--- src/rtl/score_frame_tx.sv ---
// Game-over score reporter: on a rising edge of start, latches the score and
// sends a 4-byte frame {HEADER, score_hi, score_lo, xor checksum} as 8N1 serial.
module score_frame_tx #(
  parameter int unsigned CLKS_PER_BIT = 868,
  parameter logic [7:0]  HEADER       = 8'hA5
) (
  input  logic        clk,
  input  logic        rst,
  input  logic        start,
  input  logic [15:0] score,
  output logic        tx,
  output logic        busy,
  output logic        done,
  output logic [7:0]  frames
);

  localparam int unsigned CNT_W = (CLKS_PER_BIT > 2) ? $clog2(CLKS_PER_BIT) : 1;
  localparam logic [CNT_W-1:0] CNT_LAST = CNT_W'(CLKS_PER_BIT - 1);

  typedef enum logic [1:0] {
    IDLE  = 2'd0,
    START = 2'd1,
    DATA  = 2'd2,
    STOP  = 2'd3
  } state_t;

  state_t           state_q, state_d;
  logic [CNT_W-1:0] cnt_q, cnt_d;
  logic [2:0]       bit_q, bit_d;
  logic [1:0]       byte_q, byte_d;
  logic [31:0]      frame_q, frame_d;
  logic             start_d;
  logic             trigger_c;
  logic             bit_end_c;
  logic             frame_end_c;
  logic             frame_end_q;
  logic             tx_c;
  logic             busy_c;

  // Rising-edge trigger; only accepted while the serialiser is idle.
  assign trigger_c = start & ~start_d & (state_q == IDLE);
  assign bit_end_c = (cnt_q == CNT_LAST);

  // State, bit timer, indices and latched frame.
  always_ff @(posedge clk) begin
    if (rst) begin
      state_q <= IDLE;
      cnt_q   <= '0;
      bit_q   <= '0;
      byte_q  <= '0;
      frame_q <= '0;
      start_d <= 1'b0;
    end else begin
      state_q <= state_d;
      cnt_q   <= cnt_d;
      bit_q   <= bit_d;
      byte_q  <= byte_d;
      frame_q <= frame_d;
      start_d <= start;
    end
  end

  // Next-state and per-state line level; the frame is packed with B0 in bits [7:0].
  always_comb begin
    state_d     = state_q;
    cnt_d       = cnt_q + CNT_W'(1);
    bit_d       = bit_q;
    byte_d      = byte_q;
    frame_d     = frame_q;
    frame_end_c = 1'b0;
    tx_c        = 1'b1;
    busy_c      = 1'b1;

    case (state_q)
      IDLE: begin
        busy_c = 1'b0;
        cnt_d  = '0;
        if (trigger_c) begin
          state_d = START;
          byte_d  = 2'd0;
          bit_d   = 3'd0;
          frame_d = {HEADER ^ score[15:8] ^ score[7:0], score[7:0], score[15:8], HEADER};
        end
      end

      START: begin
        tx_c = 1'b0;
        if (bit_end_c) begin
          state_d = DATA;
          bit_d   = 3'd0;
          cnt_d   = '0;
        end
      end

      DATA: begin
        tx_c = frame_q[{byte_q, bit_q}];
        if (bit_end_c) begin
          cnt_d = '0;
          if (bit_q == 3'd7) begin
            state_d = STOP;
          end else begin
            bit_d = bit_q + 3'd1;
          end
        end
      end

      STOP: begin
        tx_c = 1'b1;
        if (bit_end_c) begin
          cnt_d = '0;
          if (byte_q == 2'd3) begin
            state_d     = IDLE;
            frame_end_c = 1'b1;
          end else begin
            byte_d  = byte_q + 2'd1;
            state_d = START;
          end
        end
      end

      default: begin
        state_d = IDLE;
        cnt_d   = '0;
      end
    endcase
  end

  // Registered outputs; done/frames lag the final stop-bit edge by one cycle
  // so they line up with busy falling.
  always_ff @(posedge clk) begin
    if (rst) begin
      tx          <= 1'b1;
      busy        <= 1'b0;
      done        <= 1'b0;
      frames      <= 8'd0;
      frame_end_q <= 1'b0;
    end else begin
      tx          <= tx_c;
      busy        <= busy_c;
      frame_end_q <= frame_end_c;
      done        <= frame_end_q;
      if (frame_end_q) begin
        frames <= frames + 8'd1;
      end
    end
  end

endmodule

--- config.mk ---
export PLATFORM = sky130hd
export DESIGN_NAME = score_frame_tx
export DESIGN_NICKNAME = d
export VERILOG_FILES = /design/src/rtl/score_frame_tx.sv
export SDC_FILE = /design/constraint.sdc
export NUM_CORES = 1
export LEC_CHECK = 0
export CAP_MARGIN = 40
export CORE_ASPECT_RATIO = 1.4
export CORE_MARGIN = 5
export CORE_UTILIZATION = 30
export DETAILED_ROUTE_END_ITERATION = 6
export PLACE_DENSITY_LB_ADDON = 0.25
export SLEW_MARGIN = 20
export SYNTH_ARGS = -nofsm -noshare
export SYNTH_HDL_FRONTEND = slang
export SYNTH_SLANG_ARGS = --single-unit
--- constraint.sdc ---
create_clock -name clk -period 4.59 [get_ports clk]
set_clock_uncertainty 0.1 [all_clocks]
set_input_delay 0.918 -clock clk [delete_from_list [all_inputs] [get_ports clk]]
set_output_delay 0.918 -clock clk [all_outputs]
set_load 0.02 [all_outputs]
* Yosys cells after proc, flatten, opt, wreduce, memory -nomap -nowiden
Index checks and enable logic that the tools add are counted.
** Storage, ports and cells
- Flip-flop bits (word level) :: 58
- Input bits :: 19
- Output and inout bits :: 11
- Logic and storage cells :: 68
** Cells by class
- Add/sub/neg operators :: 4
- $lt $le $gt $ge :: 1
- Equality and inequality tests :: 13
- Muxes and demuxes :: 23
- Bitwise logic cells :: 7
- Reductions and logical operators :: 9
** Operators with widths (number)
- $pmux W10 S2 :: 1
- $mux W2 :: 8
- $ne A2 B2 Y1 const B :: 7
- $mux W3 :: 4
- $add A10 B1 Y10 const B :: 1
- $eq A10 B10 Y1 const B :: 1
- $mux W10 :: 1
- $reduce_and A5 Y1 :: 2
- $pmux W3 S3 :: 1
- $add A8 B1 Y8 const B :: 1
- $pmux W2 S4 :: 1
- $xor A8 B8 Y8 :: 1
- $eq A2 B2 Y1 const B :: 3
- $lt A5 B6 Y1 const B :: 1
- $reduce_or A3 Y1 :: 2
- $bmux W1 S5 :: 1
- $mux W1 :: 4
- $not A4 Y4 :: 1
- $pmux W2 S2 :: 1
- $reduce_and A4 Y1 :: 1
- $add A3 B1 Y3 const B :: 1
- $eq A3 B3 Y1 const B :: 1
- $not A1 Y1 :: 3
- $reduce_bool A3 Y1 :: 1
- 7 further kinds :: 8

* Logic depth before layout (Yosys ltp)
- Depth after elaboration :: 5
- Depth in mapped cells :: 8
- Depth with buffers taken out :: 6

* Worst setup path after synthesis
No wires, ideal clock.
- Kind :: in2reg
- Start point :: in start
- End point :: reg bit_q[0]
- Setup time :: 70 ps
- Arrival :: 1733 ps
- Data required time :: 4420 ps
- Slack :: 2687 ps
- Stages :: 4
- Buffers on the path :: 0
- Cells stage by stage :: nor2b_1 -> o21ai_0 -> or4_1 -> a21oi_1
** Between the ends
- Word-level cells in the longest chain between the ends :: 4
** Ends and longest elaborated chain
- start, declared :: line 9 : input logic start,
- $and A1 B1 Y1 (2 in a row) :: line 41 : assign trigger_c = start & ~start_d & (state_q == IDLE);
- $ne A2 B2 Y1 (no line)
- $reduce_and A5 Y1 (no line)
- end signal, assigned :: line 56 : bit_q <= bit_d;
- end, declared :: line 29 : logic [2:0] bit_q, bit_d;
Every way passes these cells.
A chain may end at the register's enable or synchronous reset.

* Worst setup path in the final report
- Start point :: reg frames[2]
- End point :: out frames[2]
** RTL lines
- start, declared :: line 14 : output logic [7:0] frames
- start signal, assigned :: line 143 : frames <= frames + 8'd1;
No word-level cell between the ends.

==> impl_metrics.csv <==
group,metric,value,unit
clocking,htreeDepth,2,
cells_and_area,layout.area.seq,0.001101,mm^2
grt,grt_usage,10.76,%
yosys,synth.distinct_cells,38,
worst_setup_path,cp-startpoint,"frames[2]$_SDFFE_PP0P_",
yosys,synth_fp_nets,312,
clocking,worstSkewPairLatency,0.29,ns
detailed_routing,dr.pass1.iters,4,
floorplan,die_area,0.01034,mm^2
floorplan,die_h,118.3,um
cells_and_area,layout_commonest_cell,"dfxtp_1",
floorplan,row_count,39,
yosys,async_flop_share,0,%
clocking,cts-resized-gates,0,
clocking,cts_buffer_depth,2,
worst_setup_path,crit_slowest_cell,"clkdlybuf4s50_1",
worst_setup_path,setup.worst_path.start_class,"register",
worst_setup_path,end_kind,"output port",
worst_setup_path,critPathMaxFanout,5,
detailed_routing,wire_per_inst,13.14,um
yosys,avgSynthCellArea,8.855,um^2
sta,final.setup.tns,0,ns
sta,fmax,422.3,MHz
clocking,numCtsBuffers,5,
placed_design,place_hpwl,3.903,mm
clocking,cts_sinks,55,
worst_setup_path,required,3.57,ns
cells_and_area,layout.nets,336,
yosys,syn_inst,284,
placed_design,gp_congestion,0.7595,
detailed_routing,avgViaCountPerCell,4.851,
grt,antenna_found_initial,0,
power,leakagePower,1.068,nW
cells_and_area,area_growth,20.90,%
floorplan,initial_core_util,30.68,%
worst_setup_path,arrival,1.35,ns
sta,tightest_slew,0.6512,ns
yosys,ys_warn_count,0,
sta,rsz0062_at_grt,"false",
yosys,synth.ff_latch_count,55,
worst_setup_path,critical_path_class,"register to output port",
worst_setup_path,critical-path-max-stage-delay,0.64,ns
flow_run,drv_cap,0,
worst_setup_path,reg2reg_from,"bit_q[0]$_SDFFE_PP0P_",
cells_and_area,insertedDiodeCount,0,
cells_and_area,fillCellCount,875,
clocking,root_buffer,"clkbuf_16",
detailed_routing,vias,1989,
cells_and_area,stdcell_count,410,
sta,finalSetupViolations,0,
floorplan,ios,30,
yosys,synth_ff_type,"dfxtp_1",
worst_setup_path,worstPathCellList,"clkdlybuf4s50_1",
clocking,cts_setup_buffers,0,
grt,grt_pass1_wl,9.114,mm
cells_and_area,final_cell_mix,"dfxtp_1, nand2_1, clkdlybuf4s50_1",
sta,hold_viol,0,
placed_design,port_buffers,29,
sta,period_share,51.59,%
power,power_density,427.9,mW/mm^2
grt,first_global_vias,1955,
power,ir_drop,0.0001806,V
detailed_routing,ant_nets,0,
outcome,status,"complete, no violations",
detailed_routing,drt-initial-drc-count,63,
placed_design,dp_cells,403,
yosys,syn-cell-area,0.002515,mm^2
floorplan,die_x,87.38,um
sta,min_period,2.368,ns
sta,relSlewSlack,56.48,%
cells_and_area,layout-drive-gt1-share,6.169,%
floorplan,core,0.008198,mm^2
min_path,min_path_type,"register to register",
clocking,tritoncts,"built",
min_path,hp-start,"frame_q[31]$_SDFFE_PP0P_",
grt,grt_max_degree,34,
grt,grt_overflow,0,
clocking,clk_pin_slew,0.07,ns
yosys,synth_edf_count,0,
clocking,ctsHoldBuffers,0,
worst_setup_path,critPathTopFamily,"buffers and inverters",
sta,slew_viol_final,0,
detailed_routing,routed_wl,5.388,mm
detailed_routing,remaining_drc_errors,0,
cells_and_area,multiInputGateArea,0.001329,mm^2
worst_setup_path,critPathBufInv,1,
yosys,seq_area_frac_synth,43.78,%
## Yosys cell counts, drive strengths merged (5+ instances only)
library cell / number / area, um^2
nor2: 26 / 97.59
inv: 8 / 30.03
mux4: 6 / 135.1
o21ai: 6 / 30.03
a21oi: 29 / 148.9
xor2: 5 / 43.79
a211oi: 5 / 37.54
nand4: 6 / 37.54
ha: 9 / 112.6
dfxtp: 55 / 1101
clkbuf: 11 / 41.29
xnor2: 17 / 148.9
nand3: 6 / 30.03
nand2: 49 / 183.9
and3: 5 / 32.53
## stage by stage
step | power, mW | utilization [%] | setup slack [ns] | area [um^2] | hold WS (ns)
final | 1.301 | 37.09 | 2.222 | 3040 | 0.3473
after global routing | 1.385 | 37.09 | 2.154 | 3040 | 0.3741
after CTS | 1.323 | 37.09 | 2.201 | 3040 | 0.3536
after detailed placement | 0.9336 | 35.29 | 1.974 | 2893 | 0.3437
after global placement | 0.9292 | 35.29 | 2.002 | 2893 | 0.3315
after floorplan | 0.8295 | - | 2.687 | 2515 | 0.3175
## layer usage
metal | GRT usage (%) | up-vias | wire length, um
li1 | - | 1030 | -
met1 | 13.84 | 922 | 2492
met2 | 17.69 | 32 | 2569
met3 | 2.575 | 5 | 260
met4 | 3.167 | 0 | 65
met5 | 0 | - | 0
## where the power goes
| part | total [mW] | leakage, nW | switching (mW) | internal (mW) |
|---|---|---|---|---|
| logic | 0.338 | 0.546 | 0.199 | 0.140 |
| registers | 0.579 | 0.448 | 0.0403 | 0.539 |
| clock network | 0.384 | 0.0733 | 0.167 | 0.216 |
| total | 1.30 | 1.07 | 0.406 | 0.895 |
## final cells by class
class                           instances  share of cell area (%)
Inverter                                8                  0.9877
Sequential cell                        55                   36.21
Multi-Input combinational cell        207                   43.70
Timing Repair Buffer                   31                   10.04
Tap cell                              102                   4.198
Clock buffer                            6                   4.568
Clock inverter                          1                  0.2881
## registers in the layout (all words and copies together) (netlist names)
| signal | cells |
|---|---|
| frame_q | 25 |
| cnt_q | 10 |
| frames | 8 |
| bit_q | 3 |
| byte_q | 2 |
| state_q | 2 |
| busy | 1 |
| done | 1 |
| frame_end_q | 1 |
| start_d | 1 |
| tx | 1 |
## final timing paths
check,endpoint,slack (ns),depth (start not counted)
setup / recovery,frames[2],2.22,1
hold / removal,frame_q[31]$_SDFFE_PP0P_,0.35,2
setup reg to reg,bit_q[0]$_SDFFE_PP0P_,2.55,6
hold reg to reg,frame_q[31]$_SDFFE_PP0P_,0.35,2
## cell families after synthesis
group / after synthesis / share of synthesized area (%)
DFF: 55 / 43.78
muxes: 10 / 6.965
and+or+nand+nor: 117 / 22.49
adders and majority gates: 9 / 4.478
AOI/OAI and AO/OA: 49 / 11.24
xor gates and xnor gates: 22 / 7.662
buffers and inverters: 22 / 3.383
Note: power is estimated with default switching activity, not from simulation.
